<file path="config.mk">
export PLATFORM = sky130hd
export DESIGN_NAME = bit_serial_alu
export DESIGN_NICKNAME = d
export VERILOG_FILES = /design/src/rtl/alu_pkg.sv /design/src/rtl/alu_1bit.sv /design/src/rtl/bit_serial_alu.sv
export SDC_FILE = /design/constraint.sdc
export NUM_CORES = 1
export LEC_CHECK = 0
export CAP_MARGIN = 25
export CORE_MARGIN = 1
export CORE_UTILIZATION = 50
export CTS_BUF_LIST = sky130_fd_sc_hd__clkbuf_8
export DETAILED_ROUTE_END_ITERATION = 12
export PLACE_DENSITY = 0.75
export SYNTH_ARGS = -nofsm -noshare
export SYNTH_HDL_FRONTEND = slang
export SYNTH_SLANG_ARGS = --single-unit
</file>
<file path="constraint.sdc">
create_clock -name clk -period 2.3 [get_ports clk]
set_input_delay 0.345 -clock clk [delete_from_list [all_inputs] [get_ports clk]]
set_output_delay 0.345 -clock clk [all_outputs]
set_load 0.02 [all_outputs]
</file>
<file path="src/rtl/alu_pkg.sv">
// Shared op-codes and sequencer state type for the bit-serial ALU.
// Imported by the 1-bit cell and by the controller.
package alu_pkg;

  localparam logic [1:0] OP_AND = 2'b00;
  localparam logic [1:0] OP_OR  = 2'b01;
  localparam logic [1:0] OP_XOR = 2'b10;
  localparam logic [1:0] OP_ADD = 2'b11;

  typedef enum logic [1:0] {
    S_IDLE = 2'd0,
    S_RUN  = 2'd1,
    S_DONE = 2'd2
  } state_t;

endpackage

</file>
<file path="src/rtl/alu_1bit.sv">
// One-bit ALU cell: AND/OR/XOR or full-adder slice.
// Cout is only meaningful for ADD and is 0 otherwise.
module alu_1bit
  import alu_pkg::*;
(
  input  logic A,
  input  logic B,
  input  logic Cin,
  input  logic Op0,
  input  logic Op1,
  output logic Result,
  output logic Cout
);

  // Combinational bit operation selected by {Op1, Op0}
  always_comb begin
    Result = 1'b0;
    Cout   = 1'b0;
    unique case ({Op1, Op0})
      OP_AND: Result = A & B;
      OP_OR:  Result = A | B;
      OP_XOR: Result = A ^ B;
      OP_ADD: begin
        Result = A ^ B ^ Cin;
        Cout   = (A & B) | (Cin & (A ^ B));
      end
      default: Result = 1'b0;
    endcase
  end

endmodule

</file>
<file path="src/rtl/bit_serial_alu.sv">
// Bit-serial ALU controller: one operand bit per clock, LSB first.
// Optional subtract mode: define BIT_SERIAL_ALU_SUB_EN.
module bit_serial_alu
  import alu_pkg::*;
#(
  parameter int WIDTH = 8
) (
  input  logic             clk,
  input  logic             rst,
  input  logic             start,
  input  logic [1:0]       op,
`ifdef BIT_SERIAL_ALU_SUB_EN
  input  logic             sub,
`endif
  input  logic [WIDTH-1:0] a,
  input  logic [WIDTH-1:0] b,
  output logic             busy,
  output logic             done,
  output logic [WIDTH-1:0] result,
  output logic             cout
);

  localparam int CW = $clog2(WIDTH);
  localparam logic [CW-1:0] LAST = CW'(WIDTH - 1);

  state_t           r_state;
  logic [WIDTH-1:0] r_a;
  logic [WIDTH-1:0] r_b;
  logic [WIDTH-1:0] r_sh;
  logic [WIDTH-1:0] r_result;
  logic [1:0]       r_op;
  logic [CW-1:0]    r_cnt;
  logic             r_carry;
  logic             r_cout;

  logic             w_is_add;
  logic             w_b_bit;
  logic             w_cin0;
  logic             w_bit;
  logic             w_cell_cout;
  logic             w_carry_nx;
  logic [WIDTH-1:0] w_sh_nx;

  assign w_is_add = (r_op == OP_ADD);

`ifdef BIT_SERIAL_ALU_SUB_EN
  logic r_sub;

  // Subtract is a + ~b + 1: invert B and seed the carry with 1
  assign w_b_bit = r_b[0] ^ (r_sub & w_is_add);
  assign w_cin0  = sub & (op == OP_ADD);

  // Subtract flag travels with the op-code
  always_ff @(posedge clk or posedge rst) begin
    if (rst) begin
      r_sub <= 1'b0;
    end else if (start && r_state != S_RUN) begin
      r_sub <= sub;
    end
  end
`else
  assign w_b_bit = r_b[0];
  assign w_cin0  = 1'b0;
`endif

  alu_1bit u_cell (
    .A      (r_a[0]),
    .B      (w_b_bit),
    .Cin    (r_carry),
    .Op0    (r_op[0]),
    .Op1    (r_op[1]),
    .Result (w_bit),
    .Cout   (w_cell_cout)
  );

  // Logic ops never propagate a carry
  assign w_carry_nx = w_is_add & w_cell_cout;
  assign w_sh_nx    = {w_bit, r_sh[WIDTH-1:1]};

  // Sequencer: accept in IDLE/DONE, shift WIDTH bits, publish in DONE
  always_ff @(posedge clk or posedge rst) begin
    if (rst) begin
      r_state  <= S_IDLE;
      r_a      <= '0;
      r_b      <= '0;
      r_sh     <= '0;
      r_result <= '0;
      r_op     <= OP_AND;
      r_cnt    <= '0;
      r_carry  <= 1'b0;
      r_cout   <= 1'b0;
    end else begin
      unique case (r_state)
        S_IDLE, S_DONE: begin
          if (start) begin
            r_a     <= a;
            r_b     <= b;
            r_op    <= op;
            r_carry <= w_cin0;
            r_cnt   <= '0;
            r_state <= S_RUN;
          end else begin
            r_state <= S_IDLE;
          end
        end
        S_RUN: begin
          r_sh    <= w_sh_nx;
          r_carry <= w_carry_nx;
          r_a     <= r_a >> 1;
          r_b     <= r_b >> 1;
          if (r_cnt == LAST) begin
            r_state  <= S_DONE;
            r_result <= w_sh_nx;
            r_cout   <= w_carry_nx;
          end else begin
            r_cnt <= r_cnt + 1'b1;
          end
        end
        default: r_state <= S_IDLE;
      endcase
    end
  end

  assign busy   = (r_state == S_RUN);
  assign done   = (r_state == S_DONE);
  assign result = r_result;
  assign cout   = r_cout;

endmodule

</file>
Word-level counts from Yosys, hierarchy flattened --
Cells that the tools add are included.
Operators by class: muxes and demuxes 14, bitwise operators 7, equality and inequality tests 9, reduce and logical (&&, ||, !) cells 8, add/subtract/negate cells 1
Operator list (number):
- $pmux W8 S2 | 2
- $mux W8 | 2
- $eq A2 B2 Y1 const B | 3
- $mux W3 | 2
- $pmux W3 S2 | 1
- $reduce_and A2 Y1 | 3
- $eq A2 B1 Y1 const B | 2
- $logic_not A2 Y1 | 2
- $ne A2 B2 Y1 const B | 2
- $pmux W1 S4 | 1
- $pmux W2 S2 | 1
- $add A3 B1 Y3 const B | 1
- $and A1 B1 Y1 | 3
- $eq A3 B3 Y1 const B | 1
- $mux W1 | 3
- $reduce_and A3 Y1 | 1
- $mux W2 | 1
- $ne A2 B1 Y1 const B | 1
- $or A1 B1 Y1 | 2
- $pmux W1 S2 | 1
- $reduce_bool A2 Y1 | 1
- $reduce_or A2 Y1 | 1
- $xor A1 B1 Y1 | 2
Word-level totals: input bits 21, output and inout port bits 11, bits in registers 41

Longest topological paths before layout --
word-level depth 6, depth in mapped cells 6

Hierarchy --
From an unflattened synthesis, not the netlist that was laid out.
Second synthesis, totals: cells, all modules 177, area total of the unflattened synthesis 1771.7 um^2
By module, submodules not included:
- bit_serial_alu | cells each 169, seq. area each 1001.0 um^2, times used 1, area each 1685.4 um^2
- alu_1bit | cells each 8, seq. area each 0.0 um^2, times used 1, area each 86.3 um^2

Worst setup path before layout --
Ideal clock, no wire load.
path type register -> register, start register r_b[0], end register r_result[7], in the netlist result[7], arrival time 1571 ps, required time 2175 ps, library setup time 125 ps, clock period less this slack 1696 ps, cell stages (with the launch flop) 4, buffers on the path 0, path slack 604 ps, cell sequence dfrtp_1 fa_1 mux4_2 mux2_4
On the way: cells in the longest elaborated chain, start to end 3, elaborated cells on any way between the ends 5, those cells by class mux (1); bitwise (4)
RTL lines:
- start, declared | line bit_serial_alu.sv:28 | logic [WIDTH-1:0] r_b;
- start signal, assigned | line bit_serial_alu.sv:110 | r_b <= r_b >> 1;
- $xor A1 B1 Y1 | line alu_1bit.sv:22, alu_1bit.sv:24
- $xor A1 B1 Y1 | line alu_1bit.sv:24 | Result = A ^ B ^ Cin;
- $pmux W1 S4 * | line alu_1bit.sv:19 | unique case ({Op1, Op0})
- end signal, assigned | line bit_serial_alu.sv:113 | r_result <= w_sh_nx;
- end, declared | line bit_serial_alu.sv:30 | logic [WIDTH-1:0] r_result;
Mark *: on every way between the ends. The rest lies on a longest branch, timed or not. A chain may end at the register's enable or synchronous reset.

Worst setup path after layout --
start register r_state[1], end output busy
On the way: cells in the longest elaborated chain, start to end 1
RTL lines:
- start, declared | line bit_serial_alu.sv:26 | state_t r_state;
- start signal, assigned | line bit_serial_alu.sv:83 | r_state <= S_IDLE;
- start signal, assigned | line bit_serial_alu.sv:101 | r_state <= S_RUN;
- start signal, assigned | line bit_serial_alu.sv:103 | r_state <= S_IDLE;
- $eq A2 B1 Y1 | line bit_serial_alu.sv:124 | assign busy = (r_state == S_RUN);
- end, declared | line bit_serial_alu.sv:17 | output logic busy,
No other way between the ends.

==> impl_metrics.toml <==
[timing]
slew_viol_final = 0
min_period_over_period_pct = 86.6
hold-worst-slack_ns = 0.479
tightest_slew_ns = 0.777
finalSetupTns_ns = 0
rsz0062_at_grt = "false"
finalSetupViolCount = 0
hold_viol = 0
fin_skew_ns = 0.00780
slew_headroom_pct = 48.2
min_period_ns = 1.99
max_freq_mhz = 502

[routing]
vias = 1271
wl_um = 3090
avgViaCountPerCell = 5.06
ant_nets = 0
drc = 0
first_pass_iters = 4
routedWlPerCell_um = 12.3
drt_iter0_markers = 50

[worst_setup_path]
max_stage_delay_ns = 0.63
path_max_fanout = 9
endpoint_kind = "output pin"
crit_family = "buffers and inverters"
start_kind = "flop"
worstPathRequired_ns = 1.96
rrSetupSlack_ns = 0.55
crit_type = "reg2out"
path_cells = "nand2b_1 > inv_2 > clkdlybuf4s50_1"
cpMaxStageDelayCell = "clkdlybuf4s50_1"
critPathArrivalTime_ns = 1.65
crit_buf_inv = 2

[synth]
synth_top_area_share_pct = 57.3
synth_cell_types = 24
avgSynthCellArea_um2 = 10.1
synth_nets = 199
syn-cell-area_mm2 = 0.00175
yosys.area.top_type = "dfrtp_1"
ys_warn_count = 0
ys.flop_type = "dfrtp_1"
ys_seq_elements = 40
yosysSeqAreaShare_pct = 57.3
synthTopCellsByArea = "dfrtp_1, nand2_1, a31oi_1, mux2_2, nor2_1"
synthCells = 173
synth_edf_count = 0
async_flop_share_pct = 100

[floorplanning]
dieWidth_um = 61.1
die_h_um = 61.1
row_count = 21
coreArea_mm2 = 0.00334
ios = 32
die_area_mm2 = 0.00373
start_util_pct = 52.3

[cts]
clk_path_buf_depth = 2
clk_latency_ns = 0.29
cts-buffers-inserted = 5
cts_sinks = 40
clk_pin_slew_worst_paths_ns = 0.07
cts_setup_buffers = 0
root_buffer = "clkbuf_8"
htree_levels = 2
postCtsHoldBufs = 0
cts_tree = "yes"
post_cts_resized = 0

[power]
p_leak_nw = 1.04
irDropWorstVdd_mv = 0.613
p_per_area_mw_per_mm2 = 1350

[flow_run]
max-cap-violations = 0

[global_routing]
overflow = 0
grt_pass1_vias = 1181
grt_pass1_wl_um = 5040
grt_max_degree = 41
grt_use_total_pct = 19.1
grt_antenna_before_repair = 0

[placement]
hpwl_um = 2150
gp_congestion = 0.709
io_buffers = 31

[cells_and_area]
nFillCells = 280
antennaDiodeCount = 0
drive_gt1_share_pct = 10.2
mostFrequentLayoutCell = "nand2_1"
mostFrequentLayoutCells = "nand2_1, dfrtp_1, clkdlybuf4s50_1"
nets = 230
syn2layout_area_growth_pct = 25.1

[worst_hold_path]
hold_path_class = "in2async"

[run_status]
status = "finished clean"
==> routing by layer <==
metal	GRT usage, %	wire length [µm]	vias up
met3	6.30	117	6
met5	0	0	-
met1	22.5	1370	616
li1	-	-	625
met2	31.7	1550	24
met4	8.77	47	0
==> worst paths after layout <==
| check | start | to | cells past startpoint |
|---|---|---|---|
| min reg2reg | r_sh[1] | r_sh[1] | 2 |
| max reg2reg | r_b[0] | r_sh[7] | 3 |
| min in group clk | r_sh[1] | r_sh[1] | 2 |
| min | rst | r_sh[2] | 3 |
| max | r_state[1] | busy | 3 |
| max in group asynchronous | rst | r_state[1] | 3 |
==> flip-flops by register name, indices dropped and copies added, names as in the netlist <==
name / count
cout: 1
r_op: 2
r_carry: 1
r_a: 8
result: 8
r_sh: 7
r_state: 2
r_b: 8
r_cnt: 3
==> metrics by stage <==
step	instance area (µm²)	instances	total power [mW]	setup slack (ns)	utilization, %
2_1_floorplan	1750	173	2.07	0.604	-
3_3_place_gp	2080	243	2.36	0.488	62.2
3_5_place_dp	2080	243	2.43	0.456	62.2
4_1_cts	2180	251	2.99	0.295	65.4
5_1_grt	2180	251	3.20	0.207	65.4
6_report	2180	251	2.95	0.307	65.4
==> worst register-to-register path, stage by stage, from the launching register on <==
cell	delay [ns]
dfrtp_1	0.42
fa_1	0.45
mux4_2	0.49
mux2_4	0.27
==> cell type report <==
cell class	count	area (µm²)	area share (%)
Inverter	8	30.0	1.38
Sequential cell	40	1000	45.8
Clock buffer	5	68.8	3.15
Tap cell	46	57.6	2.64
Timing Repair Buffer	33	325	14.9
Multi-Input combinational cell	116	662	30.3
Clock inverter	3	38.8	1.78
==> cells in the mapped netlist (2+ instances only) <==
| library cell | count |
|---|---|
| nand2_1 | 54 |
| mux2_4 | 2 |
| nand2b_1 | 2 |
| buf_2 | 6 |
| nor2_1 | 15 |
| a22o_1 | 2 |
| ha_1 | 4 |
| nand3_1 | 5 |
| inv_1 | 7 |
| a31oi_1 | 14 |
| o21ai_1 | 3 |
| mux2_2 | 7 |
| dfrtp_1 | 40 |
| o21ai_0 | 2 |
==> report_power, final <==
| group | internal (mW) | switching, mW | leakage (nW) |
|---|---|---|---|
| Clock | 0.317 | 0.231 | 0.0593 |
| Sequential | 1.03 | 0.208 | 0.486 |
| Combinational | 0.549 | 0.619 | 0.493 |
==> cells by family after synthesis <==
group                    share of synthesized area [%]
adder cells (fa/ha/maj)                           4.01
AO/OA/AOI/OAI                                     7.45
AND/OR/NAND/NOR                                   18.9
flip-flops                                        57.3
buffers and inverters                             4.73
multiplexers                                      7.53
Power figures use the tool's default switching activity.
